===== src/rtl/fetch_control_pkg.sv =====
// Shared mips32 fetch constants: reset/bubble defaults, FSM encoding, PC helpers.
package fetch_control_pkg;

    localparam logic [31:0] DEFAULT_RESET_PC = 32'h0000_0000;
    localparam logic [31:0] DEFAULT_NOP_WORD = 32'h0000_0000;
    localparam logic [31:0] PC_STEP          = 32'd4;
    localparam int unsigned BUBBLE_CNT_W     = 16;

    typedef enum logic {
        ST_RUN   = 1'b0,
        ST_JWAIT = 1'b1
    } fetch_state_t;

    // Redirect targets are forced onto a word boundary.
    function automatic logic [31:0] align_word(input logic [31:0] addr);
        return addr & ~32'h0000_0003;
    endfunction

endpackage


===== src/rtl/fetch_control_sat_counter.sv =====
// Width-parameterised saturating incrementer with synchronous clear.
module sat_counter #(
    parameter int unsigned WIDTH = 16
) (
    input  logic             clock,
    input  logic             clear,
    input  logic             inc,
    output logic [WIDTH-1:0] count
);

    always_ff @(posedge clock) begin
        if (clear) begin
            count <= '0;
        end else if (inc && (count != '1)) begin
            count <= count + 1'b1;
        end
    end

endmodule


===== src/rtl/fetch_control.sv =====
// IF-stage PC and IF/ID register control with load-use stall, jump wait and redirect flush.
module fetch_control
    import fetch_control_pkg::*;
#(
    parameter logic [31:0] RESET_PC = DEFAULT_RESET_PC,
    parameter logic [31:0] NOP_WORD = DEFAULT_NOP_WORD
) (
    input  logic        clock,
    input  logic        reset,
    input  logic        pcWrite,
    input  logic        jumpStall,
    input  logic        ifIdFlush,
    input  logic [31:0] redirectPc,
    input  logic [31:0] instr,
    output logic [31:0] pcOut,
    output logic [31:0] ifIdInstr,
    output logic [31:0] ifIdPc,
    output logic        ifIdValid,
    output logic        jumpWait,
    output logic [15:0] bubbleCount
);

    fetch_state_t state;
    logic [31:0]  pc_next;
    logic         bubble;

    assign pc_next = pcOut + PC_STEP;

    // A bubble enters IF/ID on flush, every JWAIT cycle, or on jump entry from RUN.
    always_comb begin
        bubble = 1'b0;
        if (!reset) begin
            if (ifIdFlush || (state == ST_JWAIT)) begin
                bubble = 1'b1;
            end else if (pcWrite && jumpStall) begin
                bubble = 1'b1;
            end
        end
    end

    always_ff @(posedge clock) begin
        if (reset) begin
            state     <= ST_RUN;
            jumpWait  <= 1'b0;
            pcOut     <= RESET_PC;
            ifIdInstr <= NOP_WORD;
            ifIdPc    <= '0;
            ifIdValid <= 1'b0;
        end else if (ifIdFlush) begin
            state     <= ST_RUN;
            jumpWait  <= 1'b0;
            pcOut     <= align_word(redirectPc);
            ifIdInstr <= NOP_WORD;
            ifIdValid <= 1'b0;
        end else if (state == ST_JWAIT) begin
            ifIdInstr <= NOP_WORD;
            ifIdValid <= 1'b0;
        end else if (!pcWrite) begin
            state <= ST_RUN;
        end else if (jumpStall) begin
            state     <= ST_JWAIT;
            jumpWait  <= 1'b1;
            ifIdInstr <= NOP_WORD;
            ifIdValid <= 1'b0;
        end else begin
            pcOut     <= pc_next;
            ifIdInstr <= instr;
            ifIdPc    <= pc_next;
            ifIdValid <= 1'b1;
        end
    end

    sat_counter #(
        .WIDTH(BUBBLE_CNT_W)
    ) u_bubble_cnt (
        .clock(clock),
        .clear(reset),
        .inc  (bubble),
        .count(bubbleCount)
    );

endmodule


===== config.mk =====
export PLATFORM = sky130hd
export DESIGN_NAME = fetch_control
export DESIGN_NICKNAME = d
export VERILOG_FILES = /design/src/rtl/fetch_control_pkg.sv /design/src/rtl/fetch_control_sat_counter.sv /design/src/rtl/fetch_control.sv
export SDC_FILE = /design/constraint.sdc
export NUM_CORES = 1
export LEC_CHECK = 0
export BUFFER_PORTS_ARGS = -buffer_cell sky130_fd_sc_hd__buf_4
export CORE_ASPECT_RATIO = 0.6
export CORE_MARGIN = 1
export CORE_UTILIZATION = 45
export DETAILED_ROUTE_END_ITERATION = 12
export GPL_ROUTABILITY_DRIVEN = 0
export GPL_TIMING_DRIVEN = 0
export PLACE_DENSITY = 0.72
export SKIP_LAST_GASP = 1
export SYNTH_ARGS = -nofsm -noshare
export SYNTH_HDL_FRONTEND = slang
export SYNTH_SLANG_ARGS = --single-unit

===== constraint.sdc =====
create_clock -name clock -period 3.32 [get_ports clock]
set_clock_uncertainty 0.2 [all_clocks]
set_input_delay 0.664 -clock clock [delete_from_list [all_inputs] [get_ports clock]]
set_output_delay 0.664 -clock clock [all_outputs]
set_load 0.02 [all_outputs]

# Word level (Yosys, flattened, before mapping)

Index checks and enable logic that the tools add are counted.

$add $sub $neg: 2
Multipliers: 0
Divide/modulo/power cells: 0
Order comparisons: 0
Equal/unequal tests: 3
Shifts and indexed selects: 0
Multiplexer cells: 12
Bitwise operators: 3
Reduce and logical (&&, ||, !) cells: 10

Operator list:

| cell                  | count |
|---|---|
| $mux 32               | 5 |
| $add 32x3->32 const B | 1 |
| $add 16x1->16 const B | 1 |
| $ne 16x16->1 const B  | 1 |
| $reduce_and 3->1      | 3 |
| $mux 1                | 7 |
| $reduce_and 4->1      | 1 |
| $not 1->1             | 3 |
| $reduce_or 3->1       | 1 |
| $logic_and 1x1->1     | 2 |
| $ne 2x1->1 const B    | 1 |
| $ne 2x2->1 const B    | 1 |
| $reduce_bool 2->1     | 1 |
| $reduce_or 2->1       | 1 |
| $logic_or 1x1->1      | 1 |

Flip-flop bits (word level): 115
Bits in latches: 0
RAM bits: 0
ROM bits: 0
Bits of input ports: 69
Output and inout bits: 114
Logic and storage cells: 38
Memories: 0

# Logic depth before layout (Yosys ltp)

Depth after elaboration: 5
Gate-level depth with buffers: 7
Gate-level depth less buffers: 5

# By module

Synthesis repeated with hierarchy kept, for this count alone.

Cells, all modules: 708
Area total of the unflattened synthesis: 5711.7 um^2

Modules (own cells, without submodules):

| module        | times used | cells an instance | area an instance (um^2) |
|---|---|---|---|
| fetch_control | 1          | 609               | 4863.4 |
| sat_counter   | 1          | 99                | 848.3 |

# Worst setup path after synthesis

Ideal clock, no wire load.

Kind: in2reg
Start point: in jumpStall
End point: reg u_bubble_cnt.count[15]
Library setup time: 0.121 ns
Arrival time: 2.106 ns
Data required time: 2.999 ns
Setup slack: 0.893 ns
Stages on the path: 6
Path buffers: 2
Cells stage by stage: buf_2 > a211oi_1 > or3_1 > clkbuf_1 > nor4b_1 > mux2_2

Word-level cells in the longest chain between the ends: 5

Ends and longest elaborated chain:

| element              | line                            | text |
|---|---|---|
| start, declared      | fetch_control.sv:11             | `input logic jumpStall,` |
| $logic_and 1x1->1    | fetch_control.sv:35             | `end else if (pcWrite && jumpStall) begin` |
| $mux 1               | fetch_control.sv:35             |  |
| $mux 1               | fetch_control.sv:33             | `if (ifIdFlush \|\| (state == ST_JWAIT)) begin` |
| $mux 1               | fetch_control.sv:32             | `if (!reset) begin` |
| $logic_and 1x1->1    | fetch_control_sat_counter.sv:14 | `end else if (inc && (count != '1)) begin` |
| end signal, assigned | fetch_control_sat_counter.sv:15 | `count <= count + 1'b1;` |
| end, declared        | fetch_control_sat_counter.sv:8  | `output logic [WIDTH-1:0] count` |

Every way passes these cells.
A chain may end at the register's enable or synchronous reset.

# Final worst setup path

Start point: in jumpStall
End point: reg ifIdPc[30]

Word-level cells in the longest chain between the ends: 2

Ends and longest elaborated chain:

| element                           | line                | text |
|---|---|---|
| $not 1->1 (no source line)        | --                  |  |
| $reduce_and 4->1 (no source line) | --                  |  |
| end signal, assigned              | fetch_control.sv:68 | `ifIdPc <= pc_next;` |
| end, declared                     | fetch_control.sv:17 | `output logic [31:0] ifIdPc,` |

Every way passes these cells.

==> results.md <==
* XOR/XNOR Fraction of Synth Area at 0.0294
* Launch point of the critical path: jumpStall
* Initial Utilization at 0.465
* Post-synthesis cell area at ~5700 um2
* Clock Sinks at 111
* Ys async rst share at 0
* #FFs+latches synth at 111
* Ant. Diodes at 0
* Max-Cap Viols at 0
* Met1 GRT Util at 0.398
* Die X at roughly 150 um
* Reg2reg path depth at 6
* Synth Area per Inst at 8.25 um2
* Post-CTS sizing at 0
* Vias in the first global route at 5451
* R2R setup slack at 0.56 ns
* Layout Nets at 947
* Largest net degree at the start of global routing at 20
* Global-route wire length before repair at 28900 um
* Worst-path cell chain: buf_2 -> nor4b_2 -> clkbuf_1 -> nor2_1 -> a311oi_1
* Slew Limit Headroom at 0.116
* Multiplexer share of the synthesized area at 0.00199
* Area Growth Syn to Fin at 32.8%
* Top Ports at 183
* CP max FO at 10
* DRT Pass-1 Iters at 5
* Pwr Total at 3.14 mW
* All-Layer GR Usage at 0.283
* Crit path capture: ifIdPc[30]
* Crit path DAT at between 2 and 3 ns
* Clock transition at path regs at 0.07 ns
* Synth Area in Adders at 0.00442
* Endpoint class of the critical path: register
* Core Area at 12200 um2
* CTS Buffer Depth at 2
* Least-Margin Pin Slew at 1.32 ns
* Fin area at 7520 um2
* CP startpoint kind: primary input
* # H-tree levels at 3
* # port buffers at 175
* CTS tree: built
* Sequential fraction of the synthesis area at 0.392
* Vias per cell at just under 6
* Final design utilization at 0.618
* Final Hold Vio Count at 0
* Worst r2r dst: ifIdPc[23]
* Largest family of logic cells by synthesized area: simple AND/OR/NAND/NOR gates
* Min Tclk post-route at roughly 2.8 ns
* Max Freq at 0.357 GHz
* Worst path slowest cell: nor4b_2
* Met3 Use GR at 0.0908
* Antenna-violating nets left at 0
* Crit path required time at 3.38 ns
* Die area at 13100 um2
* Yosys warnings at 0
* Power per Cell Area at between 400 and 500 nW/um2
* Tcrit/Tclk final at 0.843
* Total congestion overflow at 0
* Kind of critical path: in -> reg
* GRT Max-Usage Layer: met2
* Setup TNS at 0 ns
* Vias post-DR at 6220
* Share of cells above drive strength 1 at 0.268
* Cts bufs inserted at 9
* Post-CTS Setup Bufs at 0
* Met2 usage in global routing at 0.414
* Hold WS at 0.271 ns
* Worst flop-to-flop path startpoint: pcOut[6]
* Final setup violation count at 0
* Main synth FF type: dfxtp_1
* Distinct cell type count after synthesis at between 60 and 70
* Synth Instances at 687
* # DRC at 0
* Post-Synth Simple-Gate Area at 0.305
* Die height at a little under 90 um
* Skew-Pair Late Insertion Delay at roughly 0.36 ns
* Root Buffer: clkbuf_16
* Post-synthesis compound-gate area fraction at 0.203
* FP Rows at 31
* WL final at 19300 um
* Post-DP Area at ~7200 um2
* Critical Path Max Stage Delay at 1.10 ns
* Count of final max-slew check failures at 0
* Peak supply drop at approximately 0.00031 V
* Routed WL per cell at 18.5 um
* Hold Crit Class: reg -> reg
* RSZ-0062 raised after global routing: false
* Leakage Power at roughly 2.9 nW
* CTS Hold Bufs at 0
* Initial antenna violation count at 0
* DRT iter0 DRCs at 519
* Post-synth EDFFs at 0
* Status: completed
* Detailed Place HPWL at 14500 um
-- cells in the mapped netlist, drive strengths merged, types with 19 or more instances --
master	number	area share
a211oi	22	0.029
a21oi	48	0.042
nor2b	36	0.040
nor2	88	0.058
clkbuf	38	0.025
nand4	23	0.031
dfxtp	111	0.39
nand2	35	0.023
nor3	19	0.017
buf	28	0.031
a311oi	26	0.040
nand3	23	0.022
-- worst min path at each step --
| stage | from | endpoint | slack [ns] | cells past startpoint |
|---|---|---|---|---|
| after floorplan | ifIdPc[3] | ifIdPc[3] | 0.33 | 2 |
| after global placement | ifIdPc[3] | ifIdPc[3] | 0.25 | 2 |
| after detailed placement | ifIdPc[3] | ifIdPc[3] | 0.26 | 2 |
| after CTS | ifIdPc[3] | ifIdPc[3] | 0.27 | 2 |
| after global routing | ifIdPc[3] | ifIdPc[3] | 0.30 | 2 |
| final | ifIdPc[3] | ifIdPc[3] | 0.27 | 2 |
-- report_power, final --
part / internal [mW] / switching (mW) / total, mW
Sequential: 1.39 / 0.0595 / 1.44
Clock: 0.670 / 0.530 / 1.20
Combinational: 0.212 / 0.286 / 0.498
Total: 2.27 / 0.876 / 3.14
-- per-layer routing --
layer / wire length (um) / up-vias
met2: 8240 / 341
met3: 2230 / 31
met4: 265 / 0
met5: 0 / -
met1: 8600 / 2923
li1: - / 2925
-- worst max-delay path: cells and delay by family --
kind / cells / cell delay (ns)
simple gates: 2 / 1.19
buf+inv: 2 / 0.74
compound gates: 1 / 0.26
-- through the flow --
stage	std cells	setup WS, ns
2_1_floorplan	690	0.893
3_5_place_dp	1030	0.285
3_3_place_gp	1030	0.317
5_1_grt	1046	0.438
6_report	1046	0.521
4_1_cts	1046	0.648
-- sequential cells by signal, summed over array words and instances (netlist names) --
name / count
u_bubble_cnt.count: 16
ifIdPc: 30
ifIdValid: 1
jumpWait: 1
state: 1
ifIdInstr: 32
pcOut: 30
-- placed cells by master, fill, tap and decap left out, drive strengths merged, types with 12 or more instances in the layout --
| cell | count |
|---|---|
| a211oi | 22 |
| a21oi | 48 |
| a311oi | 26 |
| buf | 203 |
| clkbuf | 47 |
| dfxtp | 111 |
| inv | 12 |
| nand2 | 35 |
| nand3 | 23 |
| nand4 | 23 |
| nor2 | 88 |
| nor2b | 36 |
| nor3 | 19 |
| nor4 | 16 |
| o21ai | 18 |
| o31ai | 15 |
| or3 | 13 |
| or4 | 18 |
| xnor2 | 13 |
-- cells by family (layout without fill, tap and decap cells) --
| kind of cell | after synthesis | after routing |
|---|---|---|
| AOI/OAI and AO/OA | 166 | 166 |
| xor gates and xnor gates | 19 | 19 |
| adders and majority gates | 2 | 2 |
| buffers and inverters | 77 | 268 |
| DFF | 111 | 111 |
| muxes | 1 | 1 |
| other | 1 | 4 |
| and+or+nand+nor | 310 | 310 |
-- area by class of cell --
class | count | area, um2
Fill cell | 1100 | 4650
Multi-Input combinational cell | 502 | 3100
Sequential cell | 111 | 2220
Timing Repair Buffer | 175 | 1310
Buffer | 66 | 317
Clock buffer | 9 | 225
Tap cell | 165 | 206
Clock inverter | 7 | 103
Inverter | 11 | 41.3
No activity file was read; power rests on OpenSTA's default activity.
